$ cat config.mk
export PLATFORM = sky130hd
export DESIGN_NAME = uart_tx
export DESIGN_NICKNAME = d
export VERILOG_FILES = /design/src/rtl/uart_pkg.sv /design/src/rtl/uart_tx.sv
export SDC_FILE = /design/constraint.sdc
export NUM_CORES = 1
export LEC_CHECK = 0
export BUFFER_PORTS_ARGS = -buffer_cell sky130_fd_sc_hd__buf_2
export CORE_AREA = 10 10 87 74
export DETAILED_ROUTE_END_ITERATION = 12
export DIE_AREA = 0 0 97 84
export GPL_TIMING_DRIVEN = 0
export SLEW_MARGIN = 15
export SYNTH_ARGS = -nofsm -noshare
export SYNTH_HDL_FRONTEND = slang
export SYNTH_SLANG_ARGS = --single-unit
$ cat constraint.sdc
create_clock -name clk -period 1.65 [get_ports clk]
set_input_delay 0.33 -clock clk [delete_from_list [all_inputs] [get_ports clk]]
set_output_delay 0.33 -clock clk [all_outputs]
set_load 0.01 [all_outputs]
$ cat src/rtl/uart_pkg.sv
// -----------------------------------------------------------------------------
// uart_pkg
// Definitions shared by the UART transmitter and receiver.
//   - TX and RX state encodings, both one-hot.
//   - Parity mode constants, used as the PARITY parameter value.
//   - TICKS_PER_BIT: oversampling ticks in one bit period of the shared
//     16x baud tick.
// -----------------------------------------------------------------------------
package uart_pkg;

    localparam int TICKS_PER_BIT = 16;

    localparam int PARITY_NONE = 0;
    localparam int PARITY_EVEN = 1;
    localparam int PARITY_ODD  = 2;

    typedef enum logic [4:0] {
        TX_IDLE   = 5'b00001,
        TX_START  = 5'b00010,
        TX_DATA   = 5'b00100,
        TX_PARITY = 5'b01000,
        TX_STOP   = 5'b10000
    } tx_state_t;

    typedef enum logic [3:0] {
        RX_IDLE  = 4'b0001,
        RX_START = 4'b0010,
        RX_DATA  = 4'b0100,
        RX_STOP  = 4'b1000
    } rx_state_t;

endpackage

$ cat src/rtl/uart_tx.sv
// -----------------------------------------------------------------------------
// uart_tx
// UART serial transmitter. Accepts a word on a one-cycle start strobe and
// sends it LSB-first: start bit, DATA_WIDTH data bits, optional parity bit,
// then a stop period of SB_TICKS ticks. Bit timing comes from the shared 16x
// oversampling tick, so the transmitter and receiver use one baud generator.
//
// Parameters
//   DATA_WIDTH  data bits per frame (5..9)
//   SB_TICKS    stop period in ticks (16 = 1, 24 = 1.5, 32 = 2 stop bits)
//   PARITY      PARITY_NONE / PARITY_EVEN / PARITY_ODD
//
// Ports
//   clk          system clock
//   reset        synchronous, active-high reset
//   i_ticks      one-clk-wide 16x baud tick
//   i_tx_start   one-cycle request to send i_data_byte (ignored while busy)
//   i_data_byte  word to transmit, sampled only on acceptance
//   o_tx         serial line, idle high
//   o_tx_busy    high from acceptance until the frame ends
//   o_tx_done    one-clk pulse when the stop period completes
// -----------------------------------------------------------------------------
module uart_tx
    import uart_pkg::*;
#(
    parameter int DATA_WIDTH = 8,
    parameter int SB_TICKS   = 16,
    parameter int PARITY     = PARITY_NONE
) (
    input  logic                  clk,
    input  logic                  reset,
    input  logic                  i_ticks,
    input  logic                  i_tx_start,
    input  logic [DATA_WIDTH-1:0] i_data_byte,
    output logic                  o_tx,
    output logic                  o_tx_busy,
    output logic                  o_tx_done
);

    localparam int              BW             = $clog2(DATA_WIDTH);
    localparam logic [BW-1:0]   LAST_BIT       = BW'(DATA_WIDTH - 1);
    localparam logic [4:0]      BIT_LAST_TICK  = 5'(TICKS_PER_BIT - 1);
    localparam logic [4:0]      STOP_LAST_TICK = 5'(SB_TICKS - 1);
    localparam bit              HAS_PARITY     = (PARITY == PARITY_EVEN) ||
                                                 (PARITY == PARITY_ODD);
    localparam bit              ODD_PARITY     = (PARITY == PARITY_ODD);

    tx_state_t             r_state;
    logic [4:0]            r_tick_cnt;   // 4 bits used per data bit, 5 in STOP
    logic [BW-1:0]         r_bit_cnt;
    logic [DATA_WIDTH-1:0] r_shift;
    logic [DATA_WIDTH-1:0] r_data_copy;  // unshifted word, source of parity
    logic                  r_tx;
    logic                  r_busy;
    logic                  r_done;

    tx_state_t             w_state_next;
    logic [4:0]            w_tick_next;
    logic [BW-1:0]         w_bit_next;
    logic [DATA_WIDTH-1:0] w_shift_next;
    logic [DATA_WIDTH-1:0] w_copy_next;
    logic                  w_tx_next;
    logic                  w_done_next;
    logic                  w_parity;

    assign w_parity = (^r_data_copy) ^ ODD_PARITY;

    // NOTE: every signal written here gets a default first, so no path through
    // the case statement leaves one unassigned and no latch is inferred.
    always_comb begin
        w_state_next = r_state;
        w_tick_next  = r_tick_cnt;
        w_bit_next   = r_bit_cnt;
        w_shift_next = r_shift;
        w_copy_next  = r_data_copy;
        w_done_next  = 1'b0;

        case (r_state)
            TX_IDLE: begin
                // Ticks in the acceptance cycle are not counted.
                if (i_tx_start) begin
                    w_shift_next = i_data_byte;
                    w_copy_next  = i_data_byte;
                    w_tick_next  = '0;
                    w_bit_next   = '0;
                    w_state_next = TX_START;
                end
            end
            TX_START: begin
                if (i_ticks) begin
                    if (r_tick_cnt == BIT_LAST_TICK) begin
                        w_tick_next  = '0;
                        w_bit_next   = '0;
                        w_state_next = TX_DATA;
                    end else begin
                        w_tick_next = r_tick_cnt + 5'd1;
                    end
                end
            end
            TX_DATA: begin
                if (i_ticks) begin
                    if (r_tick_cnt == BIT_LAST_TICK) begin
                        w_tick_next  = '0;
                        w_shift_next = r_shift >> 1;
                        if (r_bit_cnt == LAST_BIT) begin
                            w_state_next = HAS_PARITY ? TX_PARITY : TX_STOP;
                        end else begin
                            w_bit_next = r_bit_cnt + BW'(1);
                        end
                    end else begin
                        w_tick_next = r_tick_cnt + 5'd1;
                    end
                end
            end
            TX_PARITY: begin
                if (i_ticks) begin
                    if (r_tick_cnt == BIT_LAST_TICK) begin
                        w_tick_next  = '0;
                        w_state_next = TX_STOP;
                    end else begin
                        w_tick_next = r_tick_cnt + 5'd1;
                    end
                end
            end
            TX_STOP: begin
                if (i_ticks) begin
                    if (r_tick_cnt == STOP_LAST_TICK) begin
                        w_tick_next  = '0;
                        w_done_next  = 1'b1;
                        w_state_next = TX_IDLE;
                    end else begin
                        w_tick_next = r_tick_cnt + 5'd1;
                    end
                end
            end
            default: begin
                w_state_next = TX_IDLE;
            end
        endcase

        // The line level is decoded from the next state so o_tx can be a
        // register and still change on the same edge as the state.
        case (w_state_next)
            TX_START:  w_tx_next = 1'b0;
            TX_DATA:   w_tx_next = w_shift_next[0];
            TX_PARITY: w_tx_next = w_parity;
            default:   w_tx_next = 1'b1;
        endcase
    end

    // NOTE: state is updated with non-blocking assignments so every register
    // samples the values from before this edge, independent of statement order.
    always_ff @(posedge clk) begin
        if (reset) begin
            r_state     <= TX_IDLE;
            r_tick_cnt  <= '0;
            r_bit_cnt   <= '0;
            r_shift     <= '0;
            r_data_copy <= '0;
            r_tx        <= 1'b1;
            r_busy      <= 1'b0;
            r_done      <= 1'b0;
        end else begin
            r_state     <= w_state_next;
            r_tick_cnt  <= w_tick_next;
            r_bit_cnt   <= w_bit_next;
            r_shift     <= w_shift_next;
            r_data_copy <= w_copy_next;
            r_tx        <= w_tx_next;
            r_busy      <= (w_state_next != TX_IDLE);
            r_done      <= w_done_next;
        end
    end

    assign o_tx      = r_tx;
    assign o_tx_busy = r_busy;
    assign o_tx_done = r_done;

endmodule

# Word-level counts from Yosys, hierarchy flattened
# Index checks and enable logic that the tools add are counted.
# op_classes
n_addsub,2
n_eq_ne,18
n_mux,28
bitwise_logic,2
reduce_logical,10
# op_table
cell,n
$mux W5,13
$pmux W5 S5,1
$mux W8,3
$mux W3,6
$pmux W8 S2,1
$eq A5 B4 Y1 const B,3
$ne A2 B2 Y1 const B,6
$eq A5 B2 Y1 const B,2
$eq A5 B3 Y1 const B,2
$pmux W5 S2,1
$pmux W3 S3,1
$reduce_xor A8 Y1,1
$reduce_and A7 Y1,1
$add A5 B1 Y5 const B,1
$eq A5 B1 Y1 const B,1
$eq A5 B5 Y1 const B,1
$ne A5 B1 Y1 const B,1
$reduce_and A4 Y1,1
$reduce_bool A2 Y1,2
$reduce_or A4 Y1,1
$add A3 B1 Y3 const B,1
$eq A3 B3 Y1 const B,1
$pmux W1 S3,1
$reduce_and A3 Y1,1
6 further kinds,7
# totals
reg_bits,32
inputBits,12
out_inout_bits,3

# Depth between registers and ports, before layout
# logic_depth
word_depth,7
ltp_mapped,7

# Worst setup path after synthesis
# No wires, ideal clock.
# synth_path
path_kind,register to register
startpoint,reg r_tick_cnt[0]
endpoint,reg r_tx (netlist: o_tx)
arrival_ns,1.628
required_time_ns,1.512
setup_slack_ns,-0.116
path_stages_with_launch,7
n_path_buf,0
synth_period_minus_slack_ns,1.766
cell_sequence,dfxtp_1 > ha_1 > nand4b_4 > o21ai_1 > nand2_1 > a2111oi_0 > o2111ai_1
# synth_via
elab_chain_cells,6
elab_cells_between_ends,17
# synth_rtl
element,line_no,rtl
start: declaration,uart_tx.sv:49,logic [4:0] r_tick_cnt;
start signal: assignment,uart_tx.sv:165,r_tick_cnt <= w_tick_next;
$eq A5 B4 Y1 (*),n/a,
$mux W5 (on tied branches) (2 in series),n/a,
$pmux W5 S5,uart_tx.sv:78,case (r_state)
$eq A5 B4 Y1 (tied with other cells),uart_tx.sv:143,case (w_state_next)
$pmux W1 S3 (*),uart_tx.sv:143,
end signal: assignment,uart_tx.sv:169,r_tx <= w_tx_next;
end: declaration,uart_tx.sv:53,logic r_tx;
# Mark *: on every way between the ends. The rest lies on a longest branch, timed or not. The select of a mux whose other input is x is not followed.
# A chain may end at the register's enable or synchronous reset.

# Worst setup path after layout
# layout_path
startpoint,reg r_state[1]
endpoint,reg r_tick_cnt[2]
# layout_via
elab_chain_cells,4
elab_cells_between_ends,11
# layout_rtl
element,line_no,rtl
start: declaration,uart_tx.sv:48,tx_state_t r_state;
start signal: assignment,uart_tx.sv:164,r_state <= w_state_next;
$eq A5 B5 Y1 (tied with other cells),uart_tx.sv:78,
$reduce_or A4 Y1 (no line),n/a,
$ne A2 B1 Y1 (no line) or $reduce_bool A2 Y1 (tied branches),n/a,
$reduce_and A3 Y1 (no line),n/a,
# Several ways; a longest one is shown, not always the timed one.

==> impl_results.md <==
- Outcome: finished, violations left
- Violated checks: setup timing
- Launch point of the worst reg-to-reg path: r_state[1]$_SDFF_PP0_
- Power per Cell Area: 853 mW/mm2
- Clk Tree Root Cell: clkbuf_8
- # diodes: 0
- Post-Synth Simple-Gate Area: 0.253
- Layout cell share with drive strength beyond 1: 0.336
- Setup Skew: 4.74 ps
- Final setup fails: 8
- Final setup margin: -150 ps
- Design area: 0.00220 mm2
- Critical path class: reg -> reg
- Power consumption: 0.00187 W
- Largest net degree at the start of global routing: 11
- Avg WL per Cell: 15.1 um
- Global-route wire length before repair: 7190 um
- ANT nets after route: 0
- Number of flops mapped to enable cells by yosys: 0
- Critical Path Slowest Stage Cell: or3_4
- Post-synthesis compound-gate area fraction: 0.208
- Buf/Inv on CP: 2
- Final period util: 1.09
- Area after DPL: 0.00178 mm2
- CP startpoint kind: flop
- Syn Nets: 206
- Mux cell area share after synthesis: 0.0248
- Critical Path RT: 1860 ps
- Die height: 84 um
- Yosys Warn Count: 0
- Critical Path Start: r_state[1]$_SDFF_PP0_
- Sequential area share after synthesis: 0.397
- DR vias/cell: 5.24
- Clk_lat worst skew: 290 ps
- DP HPWL: 2900 um
- Layout area overhead: 36.0%
- Register-to-register setup slack: -150 ps
- I/O pin cnt: 15
- RSZ-0062 raised after global routing: true
- Tmin final: 1800 ps
- CTS tree: built
- Largest family of logic cells by synthesized area: simple AND/OR/NAND/NOR gates
- Synth unique cells: 46
- DRC violations left: 0
- H-tree lvl count: 2
- # clock sinks: 32
- Net count, final: 246
- Final core utilization: 0.457
- PortBufs: 14
- Initial antenna violation count: 0
- HP Class: in -> reg
- Total number of vias: 1541
- Total track usage: 0.105
- Overflow after GRT: 0
- Commonest register cell after synthesis: dfxtp_1
- RD Place Congestion: 0.830
- Starting DRT DRC Count: 117
- Slew @ Worst Pin: 535 ps
- Largest area contributor in the netlist: dfxtp_1
- R2r worst-path depth: 7
- Fin. max-slew vios: 0
- Largest stage delay on the critical path: 410 ps
- Number of cells on the critical path: 7
- Synth cell count leaders: dfxtp_1, nand2_1, nor2_1
- VDD IR max: 0.498 mV
- Rel. slew slack: 0.643
- Flops & latches, synth: 32
- CP top delay family: simple AND/OR/NAND/NOR gates
- Setup TNS: -858 ps
- Pre-CTS WS: -252 ps
- Drt total wl: 4450 um
- CTS Buf Count: 5
- Post-synthesis adder-cell area fraction: 0.0232
- Count leader, synth: dfxtp_1
- Crit path to: r_tick_cnt[2]$_SDFFE_PP0P_
- # Max-Cap Violations: 0
- Worst path cell trace: or3_4 > or2_4 > buf_6 > a21oi_4 > buf_4 > a22oi_2 > o22ai_1
- Die area: 0.00815 mm2
- Synth area leaders: dfxtp_1, nand2_1, a21oi_1, nor2_1, a222oi_1
- Crit. End Element: flop
- Initial Utilization: 0.336
- Arrival time worst endpoint: 2010 ps
- Maximum clock rate: 556 MHz
- Core area: 0.00481 mm2
- Clk buf depth: 2
- Worst r2r dst: r_tick_cnt[2]$_SDFFE_PP0P_
- CTS clk-pin slew, worst paths: 70 ps
- Row Count: 23
- Synth Cell Area: 0.00162 mm2
- P_leak: 0.865 nW
- Mapped Cells: 191
- Fin. Hold Viols: 0
- Worst Path Max Fanout: 7
- Post-synthesis xor/xnor area fraction: 0.0434
- Syn Area/Cell: 8.46 um2
- Router iterations before antenna repair: 5
- Die W: 97 um
- Vias in the first global route: 1415
- Post-synth top area share: 0.397
- Async SR Flop Fraction: 0
worst min path at each step:
stage	from	end	cells past startpoint	slack [ps]
CTS	i_data_byte[6]	r_data_copy[6]$_SDFFE_PP0P_	3	280
global route	i_data_byte[1]	r_data_copy[1]$_SDFFE_PP0P_	3	290
detailed placement	r_data_copy[6]$_SDFFE_PP0P_	r_data_copy[6]$_SDFFE_PP0P_	2	460
finish	i_data_byte[6]	r_data_copy[6]$_SDFFE_PP0P_	3	290
global placement	r_shift[7]$_SDFFE_PP0P_	r_shift[7]$_SDFFE_PP0P_	2	450
floorplan	r_shift[7]$_SDFFE_PP0P_	r_shift[7]$_SDFFE_PP0P_	2	440
worst min-delay path, stage by stage:
cell and delay (ps):
buf_2 100, nand2_1 50, a21oi_1 50
per-stage QoR:
stage,hold WS [ps],cells
5_1_grt,289,294
6_report,287,294
3_3_place_gp,449,267
3_5_place_dp,459,267
4_1_cts,283,284
2_1_floorplan,436,191
state kept, by name (all words and copies together), names as in the netlist:
name         flops
r_data_copy      8
r_bit_cnt        3
o_tx_busy        1
o_tx_done        1
r_state          5
r_shift          8
o_tx             1
r_tick_cnt       5
final cells by class:
cell class	instances	area, um2
fillers	466	2610
multi-input cells	140	1030
flip-flops and latches	32	652
repair buffers	33	220
plain buffers	12	82.6
well taps	62	77.6
clock buffers	6	72.6
clock inverters	2	35.0
inverters	7	26.3
per-layer routing:
layer | part of all wire | global-route usage | vias to the layer above
met5 | 0 | 0 | -
met4 | 0.020 | 0.0442 | 0
met3 | 0.069 | 0.0315 | 10
met2 | 0.44 | 0.140 | 39
met1 | 0.47 | 0.149 | 722
li1 | - | - | 770
cells by family (layout without fill, tap and decap cells):
kind of cell / count (synthesis) / count (layout)
AND/OR/NAND/NOR: 77 / 77
AO/OA/AOI/OAI: 48 / 48
flip-flops: 32 / 32
buffers and inverters: 19 / 60
XOR/XNOR: 8 / 8
multiplexers: 4 / 4
adder cells (fa/ha/maj): 3 / 3
power by group:
group          internal, W  leakage (nW)  total (W)  switching, W
logic             0.000141         0.546   0.000308      0.000167
registers         0.000803         0.264   0.000823     0.0000200
clock network     0.000448        0.0552   0.000743      0.000295
total              0.00139         0.865    0.00187      0.000482
cell usage in the layout (no fill, tap or decap), types with 6 or more instances in the layout:
master / n
buf_4: 19
inv_1: 7
xnor2_1: 6
a21oi_1: 13
nand2_1: 23
a222oi_1: 6
buf_2: 17
dfxtp_1: 27
nor2_1: 19
timing repair:
action | in CTS | in global routing
gates resized for setup | 18 | 25
setup buffers | 9 | 11
endpoints found under the setup margin | 26 | 26
pin swaps | 10 | 19
hold buffers | 0 | 0
No activity file was read; power rests on OpenSTA's default activity.
